==> src/rtl/wave_pkg.sv <==
// Shared types and constants for the wave controller and the bloon path engines.
package wave_pkg;

    localparam int TICK_SHIFT = 20;

    typedef enum logic [1:0] {
        SLOT_INACTIVE,
        SLOT_LIVE,
        SLOT_POPPED,
        SLOT_ESCAPED
    } slot_state_t;

    typedef enum logic [2:0] {
        ST_IDLE,
        ST_ARM,
        ST_RUN,
        ST_CLEAR,
        ST_OVER
    } wave_state_t;

endpackage

==> src/rtl/wave_controller_if.sv <==
// Bus between the game logic / path engines and the wave controller.
interface wave_controller_if #(
    parameter int NUM_BLOONS = 8,
    parameter int ST_W       = 128
);
    logic                       start_wave;
    logic                       pause;
    logic [NUM_BLOONS-1:0]      pop;
    logic [NUM_BLOONS-1:0]      lost_life;
    logic                       path_reset;
    logic [NUM_BLOONS-1:0]      bloon_hold;
    logic                       bloon_run;
    logic [NUM_BLOONS*ST_W-1:0] starting_time;
    logic [7:0]                 lives;
    logic [7:0]                 wave_num;
    logic                       wave_active;
    logic                       wave_done;
    logic                       game_over;

    modport master (
        output start_wave, pause, pop, lost_life,
        input  path_reset, bloon_hold, bloon_run, starting_time,
               lives, wave_num, wave_active, wave_done, game_over
    );

    modport slave (
        input  start_wave, pause, pop, lost_life,
        output path_reset, bloon_hold, bloon_run, starting_time,
               lives, wave_num, wave_active, wave_done, game_over
    );
endinterface

==> src/rtl/wave_controller_esc_counter.sv <==
// Counts escaping live slots this cycle, clamped so the lives register never underflows.
module esc_counter #(
    parameter int NUM_BLOONS = 8
) (
    input  logic [NUM_BLOONS-1:0] i_edge,
    input  logic [NUM_BLOONS-1:0] i_live,
    input  logic [7:0]            i_lives,
    output logic [7:0]            o_dec
);
    logic [4:0] w_count;

    always_comb begin
        // NOTE: blocking assignments here are intentional; the accumulator is evaluated in order within one pass.
        w_count = '0;
        for (int i = 0; i < NUM_BLOONS; i++) begin
            w_count = w_count + {4'd0, i_edge[i] & i_live[i]};
        end
        o_dec = ({3'd0, w_count} > i_lives) ? i_lives : {3'd0, w_count};
    end
endmodule

==> src/rtl/wave_controller.sv <==
// Launches waves of bloon slots, tracks pops/escapes, lives, wave clear and game over.
module wave_controller
    import wave_pkg::*;
#(
    parameter int NUM_BLOONS  = 8,
    parameter int SPAWN_GAP   = 32,
    parameter int START_LIVES = 20,
    parameter int ST_W        = 128
) (
    input logic              Clk,
    input logic              reset,
    wave_controller_if.slave bus
);
    wave_state_t           r_state;
    wave_state_t           w_state_next;
    slot_state_t           r_slot [NUM_BLOONS];
    logic [7:0]            r_lives;
    logic [7:0]            r_wave_num;
    logic [NUM_BLOONS-1:0] r_lost_d;
    logic [NUM_BLOONS-1:0] w_live;
    logic [NUM_BLOONS-1:0] w_esc;
    logic [NUM_BLOONS-1:0] w_pop;
    logic [7:0]            w_dec;
    logic [4:0]            w_wave_size;
    logic                  w_in_run;

    always_comb begin
        for (int i = 0; i < NUM_BLOONS; i++) begin
            w_live[i] = (r_slot[i] == SLOT_LIVE);
        end
    end

    // wave_num has already been bumped on entry to ARM, so it is the size of this wave.
    assign w_wave_size = (r_wave_num >= 8'(NUM_BLOONS)) ? 5'(NUM_BLOONS) : r_wave_num[4:0];
    assign w_in_run    = (r_state == ST_RUN);
    assign w_esc       = bus.lost_life & ~r_lost_d & w_live & {NUM_BLOONS{w_in_run & ~bus.pause}};
    assign w_pop       = bus.pop & w_live & {NUM_BLOONS{w_in_run}};

    esc_counter #(.NUM_BLOONS(NUM_BLOONS)) u_esc_counter (
        .i_edge  (w_esc),
        .i_live  (w_live),
        .i_lives (r_lives),
        .o_dec   (w_dec)
    );

    always_comb begin
        // NOTE: every output gets a default before the case so no path leaves a latch behind.
        w_state_next    = r_state;
        bus.path_reset  = 1'b1;
        bus.bloon_run   = 1'b0;
        bus.bloon_hold  = ~w_live;
        bus.wave_active = 1'b0;
        bus.wave_done   = 1'b0;
        bus.game_over   = 1'b0;
        unique case (r_state)
            ST_IDLE: if (bus.start_wave) w_state_next = ST_ARM;
            ST_ARM: begin
                bus.wave_active = 1'b1;
                w_state_next    = ST_RUN;
            end
            ST_RUN: begin
                bus.path_reset  = 1'b0;
                bus.bloon_run   = ~bus.pause;
                bus.wave_active = 1'b1;
                if (r_lives == 8'd0)    w_state_next = ST_OVER;
                else if (w_live == '0)  w_state_next = ST_CLEAR;
            end
            ST_CLEAR: begin
                bus.wave_done  = 1'b1;
                bus.bloon_hold = '1;
                w_state_next   = ST_IDLE;
            end
            ST_OVER: begin
                bus.game_over  = 1'b1;
                bus.bloon_hold = '1;
            end
            default: w_state_next = ST_IDLE;
        endcase
    end

    always_ff @(posedge Clk) begin
        // NOTE: sequential state uses non-blocking assignments so all registers update from pre-edge values.
        if (reset) begin
            r_state    <= ST_IDLE;
            r_lives    <= 8'(START_LIVES);
            r_wave_num <= '0;
            r_lost_d   <= '0;
            // NOTE: the slot array is a handful of flops driving bloon_hold, so it is reset like any other register.
            for (int i = 0; i < NUM_BLOONS; i++) r_slot[i] <= SLOT_INACTIVE;
        end else begin
            r_state  <= w_state_next;
            r_lives  <= r_lives - w_dec;
            r_lost_d <= (r_state == ST_ARM) ? '0 : bus.lost_life;
            if (r_state == ST_IDLE && bus.start_wave && r_wave_num != 8'hFF)
                r_wave_num <= r_wave_num + 8'd1;
            for (int i = 0; i < NUM_BLOONS; i++) begin
                if (r_state == ST_ARM)
                    r_slot[i] <= (5'(i) < w_wave_size) ? SLOT_LIVE : SLOT_INACTIVE;
                else if (w_esc[i])
                    r_slot[i] <= SLOT_ESCAPED;
                else if (w_pop[i])
                    r_slot[i] <= SLOT_POPPED;
            end
        end
    end

    always_comb begin
        bus.starting_time = '0;
        for (int i = 0; i < NUM_BLOONS; i++) begin
            bus.starting_time[i*ST_W +: ST_W] = ST_W'(i * SPAWN_GAP);
        end
    end

    assign bus.lives    = r_lives;
    assign bus.wave_num = r_wave_num;
endmodule

==> src/flat_wrapper.sv <==
// flat-port wrapper written by rule: the top's interface ports become plain ports
module wave_controller_flat import wave_pkg::*;
#(
    parameter int NUM_BLOONS  = 8,
    parameter int SPAWN_GAP   = 32,
    parameter int START_LIVES = 20,
    parameter int ST_W        = 128
)
  (Clk, reset, bus_start_wave, bus_pause, bus_pop, bus_lost_life, bus_path_reset, bus_bloon_hold, bus_bloon_run, bus_starting_time, bus_lives, bus_wave_num, bus_wave_active, bus_wave_done, bus_game_over);
  wave_controller_if #(.NUM_BLOONS(NUM_BLOONS), .ST_W(ST_W)) bus_i ();
  input logic Clk;
  input logic reset;
  input wire logic [$bits(bus_i.start_wave)-1:0] bus_start_wave;
  input wire logic [$bits(bus_i.pause)-1:0] bus_pause;
  input wire logic [$bits(bus_i.pop)-1:0] bus_pop;
  input wire logic [$bits(bus_i.lost_life)-1:0] bus_lost_life;
  output wire logic [$bits(bus_i.path_reset)-1:0] bus_path_reset;
  output wire logic [$bits(bus_i.bloon_hold)-1:0] bus_bloon_hold;
  output wire logic [$bits(bus_i.bloon_run)-1:0] bus_bloon_run;
  output wire logic [$bits(bus_i.starting_time)-1:0] bus_starting_time;
  output wire logic [$bits(bus_i.lives)-1:0] bus_lives;
  output wire logic [$bits(bus_i.wave_num)-1:0] bus_wave_num;
  output wire logic [$bits(bus_i.wave_active)-1:0] bus_wave_active;
  output wire logic [$bits(bus_i.wave_done)-1:0] bus_wave_done;
  output wire logic [$bits(bus_i.game_over)-1:0] bus_game_over;
  assign bus_i.start_wave = bus_start_wave;
  assign bus_i.pause = bus_pause;
  assign bus_i.pop = bus_pop;
  assign bus_i.lost_life = bus_lost_life;
  assign bus_path_reset = bus_i.path_reset;
  assign bus_bloon_hold = bus_i.bloon_hold;
  assign bus_bloon_run = bus_i.bloon_run;
  assign bus_starting_time = bus_i.starting_time;
  assign bus_lives = bus_i.lives;
  assign bus_wave_num = bus_i.wave_num;
  assign bus_wave_active = bus_i.wave_active;
  assign bus_wave_done = bus_i.wave_done;
  assign bus_game_over = bus_i.game_over;
  wave_controller #(.NUM_BLOONS(NUM_BLOONS), .SPAWN_GAP(SPAWN_GAP), .START_LIVES(START_LIVES), .ST_W(ST_W)) u_core (.Clk(Clk), .reset(reset), .bus(bus_i));
endmodule
==> config.mk <==
export PLATFORM = sky130hd
export DESIGN_NAME = wave_controller_flat
export DESIGN_NICKNAME = d
export VERILOG_FILES = /design/src/rtl/wave_pkg.sv /design/src/rtl/wave_controller_if.sv /design/src/rtl/wave_controller_esc_counter.sv /design/src/rtl/wave_controller.sv /design/src/flat_wrapper.sv
export SDC_FILE = /design/constraint.sdc
export NUM_CORES = 1
export LEC_CHECK = 0
export CAP_MARGIN = 20
export CORE_AREA = 2 2 414 416
export DETAILED_ROUTE_END_ITERATION = 8
export DIE_AREA = 0 0 416 418
export RECOVER_POWER = 50
export SYNTH_ARGS = -nofsm -noshare
export SYNTH_HDL_FRONTEND = slang
export SYNTH_SLANG_ARGS = --single-unit
export TNS_END_PERCENT = 5
==> constraint.sdc <==
create_clock -name Clk -period 8.3 [get_ports Clk]
set_input_delay 1.245 -clock Clk [delete_from_list [all_inputs] [get_ports Clk]]
set_output_delay 1.245 -clock Clk [all_outputs]
set_load 0.05 [all_outputs]
==> results.sh <==
export IMPL_skew_ps=4.46
export IMPL_htreeDepth=2
export IMPL_placed_cells=3545
export IMPL_leakage_nw=4.57
export IMPL_grt_remaining_overflow=0
export IMPL_tns_ps=0
export IMPL_die_h_um=418
export IMPL_rsz0062_at_grt="false"
export IMPL_placed_area_um2=9630
export IMPL_hp_class="flip-flop to flip-flop"
export IMPL_drive_above_1_share_pct=1.42
export IMPL_path_class="input pin to flip-flop"
export IMPL_synth_edf_count=16
export IMPL_viasPerCell=1.30
export IMPL_peakVddDrop_v=0.0000691
export IMPL_n_antenna_cell=0
export IMPL_ctsLongestPathBuffers=2
export IMPL_required_ps=8410
export IMPL_path_clk_slew_ps=60
export IMPL_io_pins=1073
export IMPL_syn_cell_area_um2=10200
export IMPL_ys_warn_count=0
export IMPL_status="finished, violations left"
export IMPL_grt_pass1_wl_um=18900
export IMPL_instances_no_fill=3553
export IMPL_antenna_found_initial=8
export IMPL_end_kind="flip-flop"
export IMPL_cp_cell_sequence="clkdlybuf4s50_1, nor4b_4, and4b_4, fa_1, inv_1, fa_1, inv_1, fa_1, ha_1, inv_1, fa_1, inv_1, ha_1, nor2b_1, o211ai_1, a2111oi_4, mux2i_1, ha_1, inv_1, fa_1, a21o_1, a2111oi_0, xnor2_1, nor2_1"
export IMPL_synth_top_area_share_pct=75.1
export IMPL_detail_route_antenna_nets=0
export IMPL_port_buffers=48
export IMPL_setup_viol=0
export IMPL_synth_common_cells="1024 x buf_4, 27 x dfxtp_1, 25 x nor2_1"
export IMPL_finalWeightedCongestion=0.718
export IMPL_dr_pass1_iters=4
export IMPL_start_kind="input pin"
export IMPL_slew_headroom_pct=-3.29
export IMPL_ctsResizeCount=0
export IMPL_synth_main_ff_cell="dfxtp_1"
export IMPL_slowest_stage="clkdlybuf4s50_1"
export IMPL_finalInstanceArea_um2=9770
export IMPL_ctsHoldBuffers=0
export IMPL_drv_cap=1
export IMPL_grt_pass1_vias=2257
export IMPL_fin_crit_sh_pct=87.4
export IMPL_wirelength_um=18500
export IMPL_p_per_area_nw_per_um2=161
export IMPL_worst_pin_slew_ps=1550
export IMPL_rows=151
export IMPL_initial_core_util_pct=6.05
export IMPL_ys_top_cells_by_area="buf_4 75%, dfxtp_1 5.3%, edfxtp_1 4.7%"
export IMPL_arrival_ps=7360
export IMPL_root_buffer="clkbuf_16"
export IMPL_clkLatencyLatePin_ps=280
export IMPL_fp_dieArea_um2=174000
export IMPL_avgSynthCellArea_um2=7.96
export IMPL_area_growth_pct=-4.58
export IMPL_finalCriticalPeriod_ps=7250
export IMPL_yosysMostFrequentCell="buf_4"
export IMPL_violations="capacitance limit, slew limit"
export IMPL_async_reset_ff_share_pct=0
export IMPL_finalPower_mw=1.58
export IMPL_post_cts_buffers=0
export IMPL_yosysSeqAreaShare_pct=9.98
export IMPL_drtIter0Drc=103
export IMPL_core_area_um2=169000
export IMPL_drv_slew=33
export IMPL_grt_usage_pct=1.55
export IMPL_die_x_um=416
export IMPL_cp_max_fo=6
export IMPL_postSynthRegisterBits=43
export IMPL_synth_cells=1286
export IMPL_wire_per_inst_um=5.20
export IMPL_final_nets=1372
export IMPL_nFillCells=19924
export IMPL_hpwl_um=17200
export IMPL_yosys_cell_types_count=54
export IMPL_via_count=4602
export IMPL_cts_sinks=43
export IMPL_hold_viol=0
export IMPL_cpPeakStageDelay_ps=540
export IMPL_drc=0
export IMPL_grt_max_degree=33
export IMPL_synth_top_area_cell="buf_4"
export IMPL_fmax_mhz=138
export IMPL_cts_buffers_inserted=5
export IMPL_cts_tree="built"
export IMPL_whs_ps=524
[registers in the layout, indices dropped and copies added, names as in the netlist]
register,cells
u_core.r_slot,16
u_core.bus.lives,8
u_core.bus.wave_num,8
u_core.r_lost_d,8
u_core.r_state,3
[cells in the final DEF, fill, tap and decap left out, drive strengths merged, types with 9 or more instances in the layout]
| cell | Yosys | final |
|---|---|---|
| conb | 2 | 1024 |
| clkdlybuf4s50 | 0 | 39 |
| dfxtp | 27 | 27 |
| nor2 | 25 | 25 |
| inv | 20 | 20 |
| nand2 | 17 | 17 |
| edfxtp | 16 | 16 |
| ha | 13 | 13 |
| nor2b | 12 | 12 |
| a21oi | 11 | 11 |
| mux2i | 9 | 9 |
| dlygate4sd3 | 0 | 9 |
| and2 | 9 | 9 |
[where the power goes]
| part | leakage, nW | switching, mW | internal (mW) |
|---|---|---|---|
| logic | 4.10 | 1.09 | 0.0435 |
| registers | 0.390 | 0.0119 | 0.232 |
| clock network | 0.0739 | 0.0765 | 0.119 |
| total | 4.57 | 1.18 | 0.395 |
[kinds of logic after synthesis]
| logic type | share of synthesized area, % |
|---|---|
| mux | 0.880 |
| fa+ha+maj | 2.57 |
| other cells | 0.0734 |
| buf+inv | 76.2 |
| compound gates | 2.89 |
| xor+xnor | 0.685 |
| flops | 9.98 |
| simple gates | 6.70 |
[cell type report]
cell class | instances | area [um2] | area share (%)
tap | 2218 | 2780 | 28.4
clock buffer | 7 | 143 | 1.46
multi-input combinational | 1212 | 5240 | 53.7
timing repair buffer | 51 | 499 | 5.11
inverter | 21 | 80.1 | 0.820
sequential | 43 | 1020 | 10.5
clock inverter | 1 | 5.00 | 0.0512
[per-layer routing]
layer / share of wire (%) / vias up / GRT usage (%)
met1: 26 / 2089 / 1.50
met2: 62 / 423 / 3.20
met3: 11 / 24 / 0.443
met4: 1.3 / 0 / 0.296
met5: 0 / - / 0
li1: - / 2066 / -
[per-stage QoR]
stage / utilization (%) / setup slack [ps]
floorplan: - / 1090
global placement: 5.69 / 785
detailed placement: 5.69 / 733
CTS: 5.78 / 1060
global route: 5.78 / 593
finish: 5.78 / 1050
[path summary, 6_finish.rpt]
kind,endpoint,slack (ps),startpoint,depth (start not counted)
hold reg to reg,u_core.bus.lives[5]$_SDFF_PP0_,520,u_core.bus.lives[5]$_SDFF_PP0_,2
setup reg to reg,u_core.bus.lives[6]$_SDFF_PP0_,1940,u_core.r_state[2]$_SDFFE_PP0P_,23
setup / recovery,u_core.bus.lives[6]$_SDFF_PP0_,1050,bus_pause,24
hold / removal,u_core.bus.lives[5]$_SDFF_PP0_,520,u_core.bus.lives[5]$_SDFF_PP0_,2
[worst max-delay path: cells and delay by family]
family                   cells  cell delay [ps]
XOR/XNOR                     1              170
buffers and inverters        6              810
AO/OA/AOI/OAI                4             1320
adder cells (fa/ha/maj)      8             3070
AND/OR/NAND/NOR              4              510
multiplexers                 1              250
Note: power is estimated with default switching activity, not from simulation.
